`src/rtl/mem_boot_loader.sv`:
```
// mem_boot_loader
//   Boot-time loader and arbiter for the data_memory write port.
//   External words arrive over a valid/ready handshake. Each word goes into a
//   small FIFO and is written to memory one word per cycle. The CPU is held
//   halted until the external load is finished and the FIFO has drained.
//   After that the memory write port is handed to the CPU.
//
// Optional feature: MEM_BOOT_RUNTIME_LOAD_EN
//   When defined, external words are also accepted in RUN. CPU stores have
//   priority on the port. Buffered words are written on cycles where the CPU
//   does not store. These runtime words are not counted in boot_count.
//
// Ports
//   clk           system clock; all state changes on the rising edge
//   reset         asynchronous, active-low; 0 clears all state at once
//   ext_valid     external word valid
//   ext_ready     loader can take the external word this cycle
//   ext_addr      external byte address; must be word aligned
//   ext_data      external data word
//   ext_done      single-cycle pulse: external load finished
//   cpu_mem_write CPU store enable
//   cpu_addr      CPU store address
//   cpu_wdata     CPU store data
//   mem_write     write enable to data_memory
//   mem_addr      address to data_memory
//   mem_wdata     data to data_memory
//   cpu_halt      1 = CPU holds its PC and suppresses stores
//   boot_count    number of words written during boot (saturates)
//   boot_err      sticky flag: a misaligned external word was dropped
//   state_dbg     current FSM state (0 BOOT, 1 DRAIN, 2 RUN)
//
// Handshake: a transfer happens at a rising edge where ext_valid and
// ext_ready are both 1. ext_ready depends only on registered state and never
// on ext_valid. When the FIFO is full, a pop in the same cycle does not open
// a slot for a push in that cycle. A transfer whose address is misaligned
// still completes, but the word is discarded and boot_err is set.
module mem_boot_loader #(
  parameter int DATA_W     = 32,
  parameter int ADDR_W     = 32,
  parameter int FIFO_DEPTH = 4,
  parameter int CNT_W      = 16
) (
  input  logic              clk,
  input  logic              reset,
  input  logic              ext_valid,
  output logic              ext_ready,
  input  logic [ADDR_W-1:0] ext_addr,
  input  logic [DATA_W-1:0] ext_data,
  input  logic              ext_done,
  input  logic              cpu_mem_write,
  input  logic [ADDR_W-1:0] cpu_addr,
  input  logic [DATA_W-1:0] cpu_wdata,
  output logic              mem_write,
  output logic [ADDR_W-1:0] mem_addr,
  output logic [DATA_W-1:0] mem_wdata,
  output logic              cpu_halt,
  output logic [CNT_W-1:0]  boot_count,
  output logic              boot_err,
  output logic [1:0]        state_dbg
);

  localparam int IDX_W = $clog2(FIFO_DEPTH);
  localparam int PTR_W = IDX_W + 1;

  typedef enum logic [1:0] {
    BOOT  = 2'd0,
    DRAIN = 2'd1,
    RUN   = 2'd2
  } state_t;

  state_t            state_q, state_d;
  logic [PTR_W-1:0]  wr_ptr, rd_ptr, occ;
  logic [ADDR_W-1:0] fifo_addr [FIFO_DEPTH];
  logic [DATA_W-1:0] fifo_data [FIFO_DEPTH];
  logic [CNT_W-1:0]  boot_count_q;
  logic              boot_err_q;
  logic              empty, full, loading, hs, push, pop;
  logic [ADDR_W-1:0] head_addr;
  logic [DATA_W-1:0] head_data;

  // Pointers carry one extra wrap bit. The FIFO is full when the index bits
  // match and the wrap bits differ.
  assign empty     = (wr_ptr == rd_ptr);
  assign full      = (wr_ptr[PTR_W-1] != rd_ptr[PTR_W-1]) &&
                     (wr_ptr[IDX_W-1:0] == rd_ptr[IDX_W-1:0]);
  assign occ       = wr_ptr - rd_ptr;
  assign loading   = (state_q != RUN);
  assign head_addr = fifo_addr[rd_ptr[IDX_W-1:0]];
  assign head_data = fifo_data[rd_ptr[IDX_W-1:0]];

  // ext_ready is gated with reset so it reads 0 while reset is held.
`ifdef MEM_BOOT_RUNTIME_LOAD_EN
  assign ext_ready = reset && !full && (state_q != DRAIN);
  assign pop       = !empty && (loading || !cpu_mem_write);
`else
  assign ext_ready = reset && !full && (state_q == BOOT);
  assign pop       = !empty && loading;
`endif

  assign hs   = ext_valid && ext_ready;
  assign push = hs && (ext_addr[1:0] == 2'b00);

  // Next-state logic
  always_comb begin
    state_d = state_q;
    case (state_q)
      BOOT:    if (ext_done) state_d = DRAIN;
      // DRAIN never accepts pushes, so the FIFO empties when the last entry pops.
      DRAIN:   if (empty || (occ == PTR_W'(1))) state_d = RUN;
      RUN:     state_d = RUN;
      default: state_d = BOOT;
    endcase
  end

  // Memory-port mux. In RUN the CPU passes through with no added latency.
  always_comb begin
    mem_write = 1'b0;
    mem_addr  = '0;
    mem_wdata = '0;
    if (state_q == RUN) begin
      mem_write = cpu_mem_write;
      mem_addr  = cpu_addr;
      mem_wdata = cpu_wdata;
`ifdef MEM_BOOT_RUNTIME_LOAD_EN
      if (pop) begin
        mem_write = 1'b1;
        mem_addr  = head_addr;
        mem_wdata = head_data;
      end
`endif
    end else if (pop) begin
      mem_write = 1'b1;
      mem_addr  = head_addr;
      mem_wdata = head_data;
    end
  end

  always_ff @(posedge clk or negedge reset) begin
    if (!reset) begin
      state_q      <= BOOT;
      wr_ptr       <= '0;
      rd_ptr       <= '0;
      boot_count_q <= '0;
      boot_err_q   <= 1'b0;
    end else begin
      state_q <= state_d;
      if (push) wr_ptr <= wr_ptr + PTR_W'(1);
      if (pop)  rd_ptr <= rd_ptr + PTR_W'(1);
      if (pop && loading && (boot_count_q != {CNT_W{1'b1}}))
        boot_count_q <= boot_count_q + CNT_W'(1);
      if (hs && (ext_addr[1:0] != 2'b00)) boot_err_q <= 1'b1;
    end
  end

  // FIFO storage needs no reset. An entry is only read after it has been written.
  always_ff @(posedge clk) begin
    if (push) begin
      fifo_addr[wr_ptr[IDX_W-1:0]] <= ext_addr;
      fifo_data[wr_ptr[IDX_W-1:0]] <= ext_data;
    end
  end

  // cpu_halt is decoded from the state register, so it falls on the cycle
  // after the edge that moves the FSM to RUN.
  assign cpu_halt   = (state_q != RUN);
  assign boot_count = boot_count_q;
  assign boot_err   = boot_err_q;
  assign state_dbg  = state_q;

endmodule

```
`config.mk`:
```
export PLATFORM = sky130hd
export DESIGN_NAME = mem_boot_loader
export DESIGN_NICKNAME = d
export VERILOG_FILES = /design/src/rtl/mem_boot_loader.sv
export SDC_FILE = /design/constraint.sdc
export NUM_CORES = 1
export LEC_CHECK = 0
export ABC_AREA = 1
export BUFFER_PORTS_ARGS = -buffer_cell sky130_fd_sc_hd__buf_2
export CAP_MARGIN = 20
export CORE_AREA = 10 10 221 171
export CTS_CLUSTER_DIAMETER = 120
export DETAILED_ROUTE_END_ITERATION = 10
export DIE_AREA = 0 0 231 181
export PLACE_DENSITY = 0.56
export SLEW_MARGIN = 20
export SYNTH_ARGS = -nofsm -noshare
export SYNTH_HDL_FRONTEND = slang
export SYNTH_SLANG_ARGS = --single-unit
```
`constraint.sdc`:
```
create_clock -name clk -period 14.35 [get_ports clk]
set_input_delay 2.1525 -clock clk [delete_from_list [all_inputs] [get_ports clk]]
set_output_delay 2.1525 -clock clk [all_outputs]
set_load 0.02 [all_outputs]
```
======== Word-level counts from Yosys, hierarchy flattened ========
Memories as Yosys holds them, arrays and structs flattened.
Index checks and enable logic that the tools add are counted.
Widths: inputs -> output; s select.
operators by class
  multiplexer cells ....................... 11
  $add $sub $neg .......................... 4
  reductions and logical operators ........ 16
  equality and inequality tests ........... 10
operators with widths
  kind                   count
  $mux 32                4
  $add 16x1->16 const B  1
  $ne 16x16->1 const B   1
  $logic_and 1x1->1      9
  $add 3x1->3 const B    2
  $ne 2x2->1 const B     3
  $pmux 2 s3             1
  $logic_not 2->1        2
  $mux 1                 4
  $mux 2                 2
  $eq 3x1->1 const B     1
  $eq 3x3->1             1
  $sub 3x3->3            1
  $eq 2x1->1 const B     1
  $eq 2x2->1             1
  $eq 2x2->1 const B     1
  $logic_not 1->1        2
  $reduce_and 2->1       1
  $reduce_bool 2->1      1
  $logic_or 1x1->1       1
  $ne 1x1->1             1
storage, ports and cells
  logic and storage cells ................. 48
  memory bits (writable) .................. 256
  flip-flop bits (word level) ............. 25
  output and inout bits ................... 86
  input port bits ......................... 133
  memories ................................ 2
memories
  memory     words  bits a word  read ports  clocked after Yosys merged registers in  wr ports  RTL line  text
  fifo_addr  4      32           1           0                                        1         73        logic [ADDR_W-1:0] fifo_addr [FIFO_DEPTH];
  fifo_data  4      32           1           0                                        1         74        logic [DATA_W-1:0] fifo_data [FIFO_DEPTH];

======== Longest topological paths before layout ========
Gate-level depths: netlist (run 1).
  depth after elaboration ................. 9
  gate-level depth with buffers ........... 10
  depth with buffers taken out ............ 10

======== Least setup slack after synthesis (run 1) ========
No wires, ideal clock.
  path kind ............................... input -> register
  from .................................... input port ext_addr[1]
  to ...................................... memory fifo_addr[0][0] (enable)
  data required time ...................... 13.863 ns
  slack ................................... 8.621 ns
  path buffers ............................ 0
  setup time .............................. 0.487 ns
  arrival ................................. 5.242 ns
  cell stages on the path ................. 3
  cell sequence ........................... nor2_1 -> nand4_2 -> nor2_1
between the ends
  word-level cells in the longest chain between the ends .. 4
RTL lines
  element                       RTL line  text
  start, declared               47        input logic [ADDR_W-1:0] ext_addr,
  $logic_not 2->1               101       assign push = hs && (ext_addr[1:0] == 2'b00);
  $logic_and 1x1->1             101
  $mux 1                        157       if (push) begin
  $mux 1 (not written as such)  158       fifo_addr[wr_ptr[IDX_W-1:0]] <= ext_addr;
  end, declared                 73
No other way between the ends.

======== Final worst setup path (run 1) ========
  from .................................... register rd_ptr[0]
  to ...................................... output port mem_wdata[23]
between the ends
  word-level cells in the longest chain between the ends .. 5
  elaborated cells on any way between the ends .. 6
  those cells by class .................... eq/ne (1); mux (2); reduce/logical (2); memory (1)
RTL lines
  element                 RTL line  text
  start, declared         72        logic [PTR_W-1:0] wr_ptr, rd_ptr, occ;
  start signal, assigned  148       if (pop) rd_ptr <= rd_ptr + PTR_W'(1);
  $eq 3x3->1              83        assign empty = (wr_ptr == rd_ptr);
  $logic_not 1->1         97        assign pop = !empty && loading;
  $logic_and 1x1->1       97
  $mux 32 *               131       end else if (pop) begin
  $mux 32 *               120       if (state_q == RUN) begin
  end, declared           55        output logic [DATA_W-1:0] mem_wdata,
Every way passes the cells marked *; elsewhere a longest branch is shown, timed or not.

==> qor.csv, run 1 <==
metric;value;unit
TritonCTS clock tree;done;
clock slew at reported path FFs;60;ps
share of total power in the clock network;0.244;
asr flop ratio synth;0.0890;
Setup TNS;0;ps
largest net degree at the start of global routing;70;
clk_lat worst skew;560;ps
critical setup path kind;flip-flop to primary output;
DRT Pass-1 Iters;4;
cells after synthesis;1126;
Die H;181;um
leakage power;5.88;nW
clk_skew;22.9;ps
compound-gate portion of the synthesized area;0.0436;
CP Capture Type;primary output;
post-DP HPWL;17.9;mm
main combinational cell family by area after synthesis;simple AND/OR/NAND/NOR gates;
Total GRT Usage;0.140;
combinational power share;0.434;
Synth Area in Adders;0.0139;
Slew @ Worst Pin;1070;ps
first-pass GRT wire length;47.3;mm
Yosys top cell by area;edfxtp_1;
total number of vias;8365;
unrepaired setup endpoints after global routing;false;
Switch Pwr;1.28;mW
peak fanout along the critical path;69;
Routed WL;29.8;mm
mux share of post-synthesis cell area;0;
Synth cell types;28;
Bufs on Longest Clock Path;3;
CTS H-Tree Depth;1;
post-placement cell count;1745;
Critical Path AT;3860;ps
Worst Hold Class;flip-flop to flip-flop;
Seq/Total Area, Yosys;0.680;
PostCTS Resize Cnt;0;
max cap viols;0;
syn_nets;1272;
Die X;231;um
status;finished clean;
TritonCTS sink count;281;
antenna violations before repair;5;
commonest non-fill, non-tap cell in the layout;nand2_1;
post-CTS setup buffers;0;
clock period minus final worst setup slack;6020;ps
hold buffer count at cts;0;
I/O Pins;219;
Mapped Area;12200;um^2
Tcrit/Tclk final;0.419;
grt ovf;0;
Routed Antenna Nets;0;
top cells by area, synth;edfxtp_1 (63%), nand2_1 (15%), nand3_1 (5.8%), dfrtp_1 (5.1%), o21ai_0 (2.1%);
row cnt;58;
Seq pwr share;0.322;
final hold vios;0;
post-synthesis simple-gate area fraction;0.220;
core region area;33200;um^2
First DRT Iteration DRCs;500;
initial core utilization;0.368;
maximum clock rate;166;MHz
most frequent cells in the layout;nand2_1 (473), edfxtp_1 (256), buf_2 (218), nand3_1 (142), o21ai_0 (51);
IO buf count;218;
internal power;1.77;mW
Area Overhead vs Synth;20.1;%
worst vdd ir;0.000159;V
Slew Viols, Final;0;
DRC errors left;0;
ratio of cells with drive above 1 in the final layout;0.238;
vias per inst;4.64;
CTS Buf Count;29;
layout net count;1474;
Avg Cell Area, Syn;10.9;um^2
pwr dens;208;nW/um^2
WHS;472;ps
routability cong.;0.720;
Sw Share;0.420;
Post-synth top flop;edfxtp_1;
Final setup viols;0;
Die ar.;41800;um^2
Synth top area share;0.629;
fillers;3168;
#FFs+latches synth;281;
worst endpoint required time;12200;ps
DR WL/cell;16.5;um
Post-Synth XOR/XNOR Area;0.00645;
crit path launch type;flip-flop;
vias in the first global route;8454;
CTS Root Cell;clkbuf_16;
Synth Warn #;0;
EDFF count, synth;256;
Post-Layout Cell Count;1802;
Worst slew margin;0.288;
## Yosys cell counts, drive strengths merged, types with 3 or more instances
cell type	n
nand2	477
edfxtp	256
nand3	142
o21ai	78
buf	49
inv	32
dfrtp	25
nor2	25
ha	12
clkbuf	10
nand4	6
xnor2	5
xor2	4
a21oi	3
## through the flow
stage | util | total power, mW | setup slack (ps) | area, um^2
final | 0.441 | 3.05 | 8330 | 14700
after global placement | 0.411 | 2.32 | 8860 | 13700
after global routing | 0.441 | 3.28 | 7940 | 14700
after CTS | 0.440 | 3.09 | 8240 | 14600
after floorplan | - | 1.94 | 8620 | 12200
after detailed placement | 0.411 | 2.33 | 8840 | 13700
## final timing paths
kind | depth (start not counted) | end | startpoint | slack [ps]
max | 8 | mem_wdata[23] | rd_ptr[0] | 8330
min | 1 | boot_err | boot_err | 470
max reg2reg | 7 | fifo_addr[2][7] | rd_ptr[0] | 10310
min reg2reg | 1 | boot_err | boot_err | 470
max in group asynchronous | 1 | rd_ptr[0] | reset | 12250
min in group asynchronous | 1 | boot_count[9] | reset | 1630
## registers in the layout, summed over array words and instances, names as in the netlist
register	count
boot_err	1
fifo_data	128
wr_ptr	3
state_dbg	2
boot_count	16
fifo_addr	128
rd_ptr	3
## cells by family (layout without fill, tap and decap cells)
group,Yosys count,count (layout)
AO/OA/AOI/OAI,82,82
XOR/XNOR,9,9
adder cells (fa/ha/maj),13,13
other,0,2
flip-flops,281,281
buffers and inverters,91,315
AND/OR/NAND/NOR,650,650
## power groups by stage
stage	sequential, mW	clock (mW)	combinational (mW)
6_report	0.982	0.742	1.32
5_1_grt	0.988	0.799	1.49
4_1_cts	0.982	0.766	1.34
3_5_place_dp	0.999	0	1.34
3_3_place_gp	0.999	0	1.32
2_1_floorplan	0.978	0	0.961
## layout make-up
type                       count  area [um^2]  area share
clock buffer                  37          786      0.0536
inverter                      32          123     0.00836
multi-input combinational    754         3500       0.238
tap                          450          563      0.0384
timing repair buffer         230         1220      0.0832
clock inverter                16          156      0.0107
sequential                   281         8320       0.567
antenna                        2         5.00    0.000341
## metal layers
metal  part of all wire  vias up  GRT usage  wire, um
li1                   -     4242          -         -
met1               0.46     3885      0.182     13600
met2               0.47      185      0.231     13900
met3              0.059       45     0.0388      1740
met4              0.014        8     0.0247       420
met5             0.0023        -          0        68
## critical path, cell delays in order (launching register included)
cell     delay (ps)
dfrtp_4         760
buf_4           490
inv_4           580
buf_4           700
nand2_1         110
nand3_1         100
nand2_1          80
o21ai_0         180
buf_2           200
Power figures use the tool's default switching activity.
==> inputs of run 2 (changes only) <==
--- a/config.mk
+++ b/config.mk
@@ -12,7 +12,7 @@
 export CTS_CLUSTER_DIAMETER = 120
 export DETAILED_ROUTE_END_ITERATION = 10
 export DIE_AREA = 0 0 231 181
-export PLACE_DENSITY = 0.56
+export PLACE_DENSITY = 0.58
 export SLEW_MARGIN = 20
 export SYNTH_ARGS = -nofsm -noshare
 export SYNTH_HDL_FRONTEND = slang
==> constraint.sdc (replaced) <==
create_clock -name clk -period 5.47 [get_ports clk]
set_input_delay 0.8205 -clock clk [delete_from_list [all_inputs] [get_ports clk]]
set_output_delay 0.8205 -clock clk [all_outputs]
set_load 0.02 [all_outputs]
==> run 2 against run 1 <==
Worst setup slack got worse by 7300 ps. Critical endpoint is now mem_addr[23]. Global-route usage increased by 0.066 points. Clock power increased to 2.7 times the previous value. Combinational power increased to 2.6 times the previous value. Final area increased by 0.14%. Largest cell class unchanged. Highest routed layer unchanged. Non-clock buffer count increased by 1. First-iteration DRC count increased by 2.8%. Die area unchanged. Sequential share of layout area decreased by 0.077 points. Total power increased to 2.6 times the previous value. Sequential cell count unchanged. Hold slack got worse by 220 ps.
==> qor.csv, run 2 (synthesis results as in run 1) <==
metric;value;unit;change
WHS;253;ps;was 472 ps
Slew Viols, Final;0;;unchanged
Slew @ Worst Pin;1050;ps;was 1070 ps
Sw Share;0.425;;was 0.420
commonest non-fill, non-tap cell in the layout;nand2_1;;unchanged
Die ar.;41800;um^2;unchanged
Tcrit/Tclk final;0.807;;
most frequent cells in the layout;nand2_1 (473), edfxtp_1 (256), buf_2 (218), nand3_1 (142), o21ai_0 (51);;unchanged
internal power;4.62;mW;was 1.77 mW
leakage power;5.89;nW;was 5.88 nW
worst endpoint required time;4650;ps;was 12,200 ps
vias in the first global route;8391;;was 8,454
Critical Path AT;3590;ps;was 3860 ps
Routed Antenna Nets;0;;unchanged
core region area;33200;um^2;unchanged
R2R Setup Slk;1910;ps;was 10,310 ps
post-CTS setup buffers;0;;unchanged
reg2reg path depth;7;;unchanged
Routed WL;30.2;mm;was 29.8 mm
maximum clock rate;227;MHz;
critical setup path kind;flip-flop to primary output;;unchanged
Met2 Wirelength;14.2;mm;was 13.9 mm
grt ovf;0;;unchanged
RR Startpoint;rd_ptr[0];;unchanged
max cap viols;0;;unchanged
DRT Pass-1 Iters;4;;unchanged
TritonCTS clock tree;done;;unchanged
routability cong.;0.752;;was 0.720
Worst slew margin;0.298;;was 0.288
First DRT Iteration DRCs;514;;was 500
antenna violations before repair;3;;was 5
Worst Hold Class;input pin to async pin;;was flip-flop to flip-flop
Core Util, Final;0.442;;was 0.441
Die X;231;um;unchanged
initial core utilization;0.368;;unchanged
total number of vias;8406;;was 8,365
unrepaired setup endpoints after global routing;false;;unchanged
peak fanout along the critical path;65;;was 69
Final setup viols;0;;unchanged
Switch Pwr;3.41;mW;was 1.28 mW
CP Capture Type;primary output;;unchanged
post-DP HPWL;18.6;mm;was 17.9 mm
DR WL/cell;16.8;um;was 16.5 um
DRC errors left;0;;unchanged
Seq pwr share;0.320;;was 0.322
worst vdd ir;0.000320;V;was 0.000159 V
layout net count;1475;;was 1,474
DR WL met3;1.56;mm;was 1.74 mm
clock period minus final worst setup slack;4410;ps;
status;finished clean;;unchanged
first-pass GRT wire length;47.3;mm;about the same
ratio of cells with drive above 1 in the final layout;0.238;;about the same
combinational power share;0.431;;was 0.434
CTS H-Tree Depth;1;;unchanged
top layer used by detailed routing;met5;;unchanged
M1 WL;13.9;mm;was 13.6 mm
I/O Pins;219;;unchanged
final hold vios;0;;unchanged
PostCTS Resize Cnt;0;;unchanged
CTS Buf Count;29;;unchanged
IO buf count;218;;unchanged
share of total power in the clock network;0.249;;was 0.244
crit path launch type;flip-flop;;unchanged
dpl ws;1540;ps;was 8840 ps
CTS Root Cell;clkbuf_16;;unchanged
clock slew at reported path FFs;60;ps;about the same
largest net degree at the start of global routing;99;;was 70
clk_skew;13.7;ps;was 22.9 ps
reg2reg end;fifo_addr[3][8];;was fifo_addr[2][7]
Bufs on Longest Clock Path;3;;unchanged
Setup TNS;0;ps;unchanged
Total GRT Usage;0.141;;was 0.140
hold buffer count at cts;0;;unchanged
pwr dens;547;nW/um^2;was 208 nW/um^2
final setup margin;1060;ps;was 8330 ps
Area Overhead vs Synth;20.2;%;was 20.1%
vias per inst;4.66;;was 4.64
clk_lat worst skew;570;ps;was 560 ps
row cnt;58;;unchanged
Die H;181;um;unchanged
TritonCTS sink count;281;;unchanged
-- run 2: changes by cell type in the layout (fill, tap and decap cells not counted) --
cell	change
buf_12	+3
clkbuf_8	-3
buf_16	-2
clkinv_4	+2
bufinv_16	+1
clkbuf_1	+1
clkinv_2	-1
clkinvlp_4	-1
diode_2	-1
inv_16	+1
-- run 2: worst max path at each step --
stage | from | end | slack [ps]
after detailed placement | rd_ptr[0] | mem_wdata[8] | 1540
after global placement | rd_ptr[0] | mem_wdata[7] | 1660
after CTS | rd_ptr[0] | mem_addr[23] | 920
final | rd_ptr[0] | mem_addr[23] | 1060
after floorplan | rd_ptr[1] | fifo_addr[0][0] | 730
after global routing | rd_ptr[0] | mem_wdata[8] | 780
-- run 2: per-layer routing --
layer | vias to the layer above | global-route usage
met5 | - | 0
met4 | 4 | 0.0302
met3 | 44 | 0.0343
met2 | 173 | 0.234
met1 | 3947 | 0.182
li1 | 4238 | -
-- run 2: cell type report --
type	instances	area, um^2
fillers	3140	18500
flip-flops and latches	281	8320
multi-input cells	754	3500
repair buffers	231	1230
clock buffers	35	748
well taps	450	563
clock inverters	18	211
inverters	32	123
diodes	1	2.50
-- run 2: power groups by stage --
| stage | sequential, mW | clock, mW | combinational [mW] |
|---|---|---|---|
| after CTS | 2.57 | 2.05 | 3.57 |
| final | 2.57 | 2.00 | 3.46 |
| after floorplan | 2.57 | 0 | 2.52 |
| after global placement | 2.62 | 0 | 3.51 |
| after global routing | 2.59 | 2.14 | 3.87 |
| after detailed placement | 2.62 | 0 | 3.55 |
-- run 2: critical path, cell delays in order, from the launching register on --
cell and delay [ps]:
dfrtp_4 740, ha_1 440, nand2_1 110, o21ai_4 820, buf_4 540, o21ai_0 140
buf_2 180
-- run 2: stage by stage --
| step | power [mW] | instances | instance area [um^2] |
|---|---|---|---|
| detailed placement | 6.17 | 1748 | 13700 |
| floorplan | 5.09 | 1126 | 12200 |
| global placement | 6.13 | 1748 | 13700 |
| CTS | 8.19 | 1801 | 14700 |
| finish | 8.03 | 1802 | 14700 |
| global route | 8.60 | 1801 | 14700 |
